**src/rtl/core_pipe_ctrl.sv**
```systemverilog
// Hazard/stall scheduler for the in-order RV64IM pipeline: load-use bubbles, redirect flushes, M-op EX hold.
// Optional perf counters are enabled by defining PIPE_CTRL_PERF_EN.
module core_pipe_ctrl #(
  parameter int MUL_LAT = 3,
  parameter int DIV_LAT = 33,
  parameter int RFIDX_W = 5,
  parameter int CNT_W   = 6
) (
  input  logic               clk,
  input  logic               rst_n,
  input  logic [RFIDX_W-1:0] id_rs1_idx_i,
  input  logic [RFIDX_W-1:0] id_rs2_idx_i,
  input  logic               id_rs1_ren_i,
  input  logic               id_rs2_ren_i,
  input  logic [RFIDX_W-1:0] ex_rsd_idx_i,
  input  logic               ex_mem_read_i,
  input  logic               ex_is_muldiv_i,
  input  logic               ex_is_div_i,
  input  logic               redirect_i,
  output logic               pc_wen_o,
  output logic               if_id_wen_o,
  output logic               if_id_flush_o,
  output logic               id_ex_wen_o,
  output logic               id_ex_flush_o,
  output logic               md_start_o,
  output logic               md_busy_o,
  output logic               md_done_o
`ifdef PIPE_CTRL_PERF_EN
  ,
  output logic [31:0]        lu_stall_cnt_o,
  output logic [31:0]        md_stall_cnt_o,
  output logic [31:0]        flush_cnt_o
`endif
);

  typedef enum logic {IDLE, BUSY} state_t;

  typedef struct packed {
    logic pc_wen;
    logic if_id_wen;
    logic if_id_flush;
    logic id_ex_wen;
    logic id_ex_flush;
  } pipe_ctrl_t;

  // The start cycle and the done cycle are both part of the L-cycle occupancy.
  localparam logic [CNT_W-1:0] MUL_INIT = CNT_W'(MUL_LAT - 2);
  localparam logic [CNT_W-1:0] DIV_INIT = CNT_W'(DIV_LAT - 2);

  state_t           state, state_nxt;
  logic [CNT_W-1:0] cnt, cnt_nxt;
  logic             md_stall, md_start, md_busy, md_done;
  logic             lu;
  pipe_ctrl_t       ctrl;

  assign lu = ex_mem_read_i && (ex_rsd_idx_i != '0) &&
              ((id_rs1_ren_i && (id_rs1_idx_i == ex_rsd_idx_i)) ||
               (id_rs2_ren_i && (id_rs2_idx_i == ex_rsd_idx_i)));

  always_ff @(posedge clk or negedge rst_n) begin
    if (!rst_n) begin
      state <= IDLE;
      cnt   <= '0;
    end else begin
      state <= state_nxt;
      cnt   <= cnt_nxt;
    end
  end

  always_comb begin
    state_nxt = state;
    cnt_nxt   = cnt;
    md_stall  = 1'b0;
    md_start  = 1'b0;
    md_busy   = 1'b0;
    md_done   = 1'b0;
    case (state)
      IDLE: begin
        if (ex_is_muldiv_i) begin
          md_start  = 1'b1;
          md_stall  = 1'b1;
          cnt_nxt   = ex_is_div_i ? DIV_INIT : MUL_INIT;
          state_nxt = BUSY;
        end
      end
      BUSY: begin
        md_busy = 1'b1;
        if (cnt != '0) begin
          md_stall = 1'b1;
          cnt_nxt  = cnt - 1'b1;
        end else begin
          md_done   = 1'b1;
          state_nxt = IDLE;
        end
      end
      default: state_nxt = IDLE;
    endcase
  end

  // A redirect while an M-op holds EX is dropped: the stall branch wins outright.
  always_comb begin
    ctrl = '{pc_wen: 1'b1, if_id_wen: 1'b1, if_id_flush: 1'b0,
             id_ex_wen: 1'b1, id_ex_flush: 1'b0};
    if (md_stall) begin
      ctrl.pc_wen    = 1'b0;
      ctrl.if_id_wen = 1'b0;
      ctrl.id_ex_wen = 1'b0;
    end else if (redirect_i) begin
      ctrl.if_id_flush = 1'b1;
      ctrl.id_ex_flush = 1'b1;
    end else if (lu) begin
      ctrl.pc_wen      = 1'b0;
      ctrl.if_id_wen   = 1'b0;
      ctrl.id_ex_flush = 1'b1;
    end
  end

  // Outputs are pinned to their idle values while reset is held.
  always_comb begin
    pc_wen_o      = 1'b1;
    if_id_wen_o   = 1'b1;
    if_id_flush_o = 1'b0;
    id_ex_wen_o   = 1'b1;
    id_ex_flush_o = 1'b0;
    md_start_o    = 1'b0;
    md_busy_o     = 1'b0;
    md_done_o     = 1'b0;
    if (rst_n) begin
      pc_wen_o      = ctrl.pc_wen;
      if_id_wen_o   = ctrl.if_id_wen;
      if_id_flush_o = ctrl.if_id_flush;
      id_ex_wen_o   = ctrl.id_ex_wen;
      id_ex_flush_o = ctrl.id_ex_flush;
      md_start_o    = md_start;
      md_busy_o     = md_busy;
      md_done_o     = md_done;
    end
  end

`ifdef PIPE_CTRL_PERF_EN
  logic lu_win, flush_win;
  assign lu_win    = !md_stall && !redirect_i && lu;
  assign flush_win = !md_stall && redirect_i;

  always_ff @(posedge clk or negedge rst_n) begin
    if (!rst_n) begin
      lu_stall_cnt_o <= '0;
      md_stall_cnt_o <= '0;
      flush_cnt_o    <= '0;
    end else begin
      if (lu_win && (lu_stall_cnt_o != '1))    lu_stall_cnt_o <= lu_stall_cnt_o + 32'd1;
      if (md_stall && (md_stall_cnt_o != '1))  md_stall_cnt_o <= md_stall_cnt_o + 32'd1;
      if (flush_win && (flush_cnt_o != '1))    flush_cnt_o    <= flush_cnt_o + 32'd1;
    end
  end
`endif

endmodule
```
**config.mk**
```make
export PLATFORM = sky130hd
export DESIGN_NAME = core_pipe_ctrl
export DESIGN_NICKNAME = d
export VERILOG_FILES = /design/src/rtl/core_pipe_ctrl.sv
export SDC_FILE = /design/constraint.sdc
export NUM_CORES = 1
export LEC_CHECK = 0
export CORE_AREA = 2 2 42 44
export CTS_CLUSTER_SIZE = 24
export DETAILED_ROUTE_END_ITERATION = 10
export DIE_AREA = 0 0 44 46
export MAX_ROUTING_LAYER = met4
export PLACE_DENSITY = 0.9
export RECOVER_POWER = 25
export SLEW_MARGIN = 10
export SYNTH_ARGS = -nofsm -noshare
export SYNTH_HDL_FRONTEND = slang
export SYNTH_SLANG_ARGS = --single-unit
```
**constraint.sdc**
```tcl
create_clock -name clk -period 4.2 [get_ports clk]
set_clock_uncertainty 0.2 [all_clocks]
set_input_delay 0.84 -clock clk [delete_from_list [all_inputs] [get_ports clk]]
set_output_delay 0.84 -clock clk [all_outputs]
set_load 0.02 [all_outputs]
```
; Word-level counts from Yosys, hierarchy flattened
; Cells that the tools add are included.
[totals]
rom_bits = 0
mem_count = 0
ram_bits = 0
out_inout_bits = 8
wordCells = 44
register_bits = 7
inputBits = 23
latch_bits = 0
[classes]
n_eq_ne = 4
n_div = 0
n_bitwise = 1
order_cmp = 0
n_mul = 0
muxes = 28
shifts = 0
n_addsub = 1
reduce_logical = 8
[ops]
columns = operator, n
row1 = $mux W1, 20
row2 = $mux W6, 2
row3 = $pmux W6 S2, 1
row4 = $eq A5 B5 Y1, 2
row5 = $mux W2, 3
row6 = $reduce_bool A6 Y1, 1
row7 = $sub A6 B1 Y6 const B, 1
row8 = $mux W5, 1
row9 = $reduce_bool A5 Y1, 1
row10 = $logic_and A1 B1 Y1, 4
row11 = $ne A2 B1 Y1 const B, 1
row12 = $ne A2 B2 Y1 const B, 1
row13 = $pmux W1 S2, 1
row14 = $reduce_and A2 Y1, 1
row15 = $logic_or A1 B1 Y1, 1
row16 = $not A1 Y1, 1

; Logic depth before layout (Yosys ltp)
[depth]
word_depth = 8
depth_mapped = 8
depth_no_buf = 7

; Worst setup path after synthesis
; Ideal clock, no wire load.
[synth_path]
path_kind = in2out
from = input ex_rsd_idx_i[3]
to = output id_ex_flush_o
required_ns = 3.160
arrival_ns = 2.180
n_path_buf = 0
path_slack_ns = 0.980
stages = 4
cell_sequence = xor2_1 -> nor4_1 -> a32oi_1 -> o41ai_1
[synth_between]
elab_chain_len = 8
word_cells_on_any_way = 12
classes_between = eq/ne: 2 / mux: 4 / reduce/logical: 6
[synth_rtl]
columns = item, line
row1 = start: declaration, 15  ; input logic [RFIDX_W-1:0] ex_rsd_idx_i,
row2 = $eq A5 B5 Y1 (on tied branches), "57, 58"
row3 = $logic_and A1 B1 Y1 (on tied branches), "57, 58"
row4 = $logic_or A1 B1 Y1, 57  ; ((id_rs1_ren_i && (id_rs1_idx_i == ex_rsd_idx_i)) ||
row5 = $logic_and A1 B1 Y1 *, 56  ; assign lu = ex_mem_read_i && (ex_rsd_idx_i != '0) &&
row6 = $mux W1 *, 111  ; end else if (lu) begin
row7 = $mux W1 *, 108  ; end else if (redirect_i) begin
row8 = $mux W1 *, 104  ; if (md_stall) begin
row9 = $mux W1 *, 128  ; if (rst_n) begin
row10 = end: declaration, 24  ; output logic id_ex_flush_o,
; Every way passes the cells marked *; elsewhere a longest branch is shown, timed or not.

; Worst setup path after layout
[layout_path]
from = input ex_rsd_idx_i[2]
to = output id_ex_flush_o
; The elaborated chain is that of the path after synthesis.

==> metrics.cfg <==
[sta]
worstMarginPinSlew_ns=0.523
fin_ws_ns=0.195
finalSetupViolCount=0
fin_crit_ns=4.00
slew_viol_final=0
rsz0062_at_grt=false
timing.final.crit_share_pct=95.3
relSlewSlack_pct=65.2
whs_ns=0.396
finalSetupTns_ns=0
final-hold-violation-count=0
fmax_mhz=250

[power_and_ir_drop]
peakVddDrop_uv=243
p_leak_nw=0.388
powerDensity_mw_per_mm2=505

[logic_synthesis]
postSynthCellCount=69
netlist_area_sq_um=617
ys_seq_elements=7
synth_area_per_cell_sq_um=8.94
netlist-cell-type-count=35
syn_nets=94
seq_area_frac_synth_pct=28.4
yosysWarnings=0

[clock_tree]
cts_buffer_depth=2
htree_levels=1
cts_tree=yes
ctsHoldBuffers=0
cts_setup_buffers=0
clk_latency_ns=0.26
numCtsBuffers=3
cts.sinks=7
cts_resized=0
root_buffer=clkbuf_4
clk_pin_slew_ns=0.06

[worst_setup_path]
crit_path_max_incr_delay_ns=0.67
slowest_stage=clkdlybuf4s50_1
cp.buffers_inverters=2
regToRegStartpoint=cnt[0]$_DFFE_PN0P_
cp-end-kind=output port
critPathLaunch=ex_rsd_idx_i[2]
startpoint_type=primary input
cp_top_family=buffers and inverters
critPathRequiredTime_ns=3.16
cp_data_arrival_time_ns=2.96
criticalPathCategory=primary input to output port
crit_top_cell=clkdlybuf4s50_1
path_max_fanout=3
path_cells=clkdlybuf4s50_1 -> xor2_1 -> nor4_1 -> a32oi_1 -> o41ai_1 -> clkdlybuf4s50_1

[global_route]
grtUsageTotal_pct=18.6
grt_overflow=0
antenna_found_initial=0
grt_max_degree=13
grt_pass1_wl_um=2640
first_global_vias=657

[detailed_routing]
drt_wl_total_um=1540
remaining_drc_errors=0
dr.pass1.iters=6
postRouteAntennaNets=0
viasPerCell=5.35
vias=637
post_drt_wl_per_cell_um=12.9
drt-initial-drc-count=13

[floorplan]
chipWidth_um=44
initial_core_util_pct=38.2
core_area_sq_mm=0.00161
die_h_um=46
die-area_sq_mm=0.00202
num_io_pins=31
rows=15

[placement]
post-place-ws_ns=0.202
place.detailed.hpwl_um=1250
io_buffers=30
gp_congestion=0.891

[finish]
final_core_util_pct=59.3
final_cell_mix=clkdlybuf4s50_1, xor2_1, dfrtp_1
mostFrequentLayoutCell=clkdlybuf4s50_1
nets=128
antenna_cells=0
area_growth_pct=55.2
fillers=157
drive_gt1_share_pct=8.82

[worst_hold_path]
hp-class=register to register
hold_start=cnt[4]$_DFFE_PN0P_

[run]
max-cap-violations=0

[run_status]
status=finished, final reports clean

==> metrics by stage <==
step	cells	cell area (sq um)	total power, mW
after CTS	119	961	0.488
after global routing	119	957	0.526
final	119	957	0.483
after detailed placement	115	935	0.420
after global placement	115	935	0.408
after floorplan	69	617	0.332
==> report_power, final <==
group          switching, mW  internal [mW]  leakage, nW  total [mW]
Clock                 0.0281         0.0365       0.0150      0.0646
Combinational          0.127          0.139        0.291       0.267
Sequential            0.0497          0.103       0.0821       0.152
Total                  0.205          0.278        0.388       0.483
==> worst reg2reg max path: stages, from the launching register on <==
cell and delay (ns):
dfrtp_1 0.44, inv_1 0.09, ha_1 0.22, nor2b_2 0.19, a2111oi_1 0.42, mux2_2 0.38
nand3_1 0.07
==> synthesized netlist by cell type, drive strengths merged <==
library cell  instances  area [sq um]
a2111oi               1          10.0
a21boi                1          7.51
a21o                  1          7.51
a31o                  1          8.76
a32oi                 1          8.76
and2                  3          18.8
and3                  1          6.26
buf                   1          7.51
clkbuf                1          3.75
dfrtp                 7           175
ha                    2          25.0
inv                   5          18.8
mux2                  1          11.3
nand2                 5          18.8
nand2b                2          12.5
nand3                 2          10.0
nor2                  2          7.51
nor2b                 3          21.3
nor3                  1          5.00
nor3b                 1          7.51
nor4                  3          33.8
o211ai                3          22.5
o21ai                 5          25.0
o221ai                1          8.76
o41a                  1          11.3
o41ai                 1          8.76
or3                   1          11.3
or4                   1          7.51
xnor2                 2          17.5
xor2                  9          78.8
==> path summary, 6_finish.rpt <==
path	to	slack [ns]	depth (start not counted)
hold / removal	cnt[4]$_DFFE_PN0P_	0.40	2
hold reg to reg	cnt[4]$_DFFE_PN0P_	0.40	2
setup reg to reg	cnt[3]$_DFFE_PN0P_	2.13	6
min in group asynchronous	cnt[4]$_DFFE_PN0P_	0.91	2
setup / recovery	id_ex_flush_o	0.20	6
max in group asynchronous	cnt[0]$_DFFE_PN0P_	2.54	2
==> flip-flops by register name (all words and copies together) (netlist names) <==
signal and flops:
state 1, cnt 6
==> cell type report <==
| cell class | count | area, sq um | share of cell area, % |
|---|---|---|---|
| well taps | 17 | 21.3 | 2.22 |
| multi-input cells | 55 | 412 | 43.0 |
| flip-flops and latches | 7 | 175 | 18.3 |
| clock buffers | 4 | 26.3 | 2.75 |
| repair buffers | 31 | 304 | 31.8 |
| inverters | 5 | 18.8 | 1.96 |
==> logic make-up (layout without fill, tap and decap cells) <==
| kind of cell | Yosys count | count (layout) | share of synthesized area [%] |
|---|---|---|---|
| and+or+nand+nor | 25 | 25 | 26.0 |
| AOI/OAI and AO/OA | 16 | 16 | 19.3 |
| xor gates and xnor gates | 11 | 11 | 15.6 |
| DFF | 7 | 7 | 28.4 |
| buffers and inverters | 7 | 40 | 4.87 |
| adders and majority gates | 2 | 2 | 4.06 |
| muxes | 1 | 1 | 1.83 |
==> metal layers <==
metal | track usage [%] | part of all wire [%]
met1 | 20.6 | 39
met2 | 32.6 | 50
met3 | 5.95 | 9.8
met4 | 3.64 | 0.39
met5 | - | 0
(Power assumes the default switching activity.)
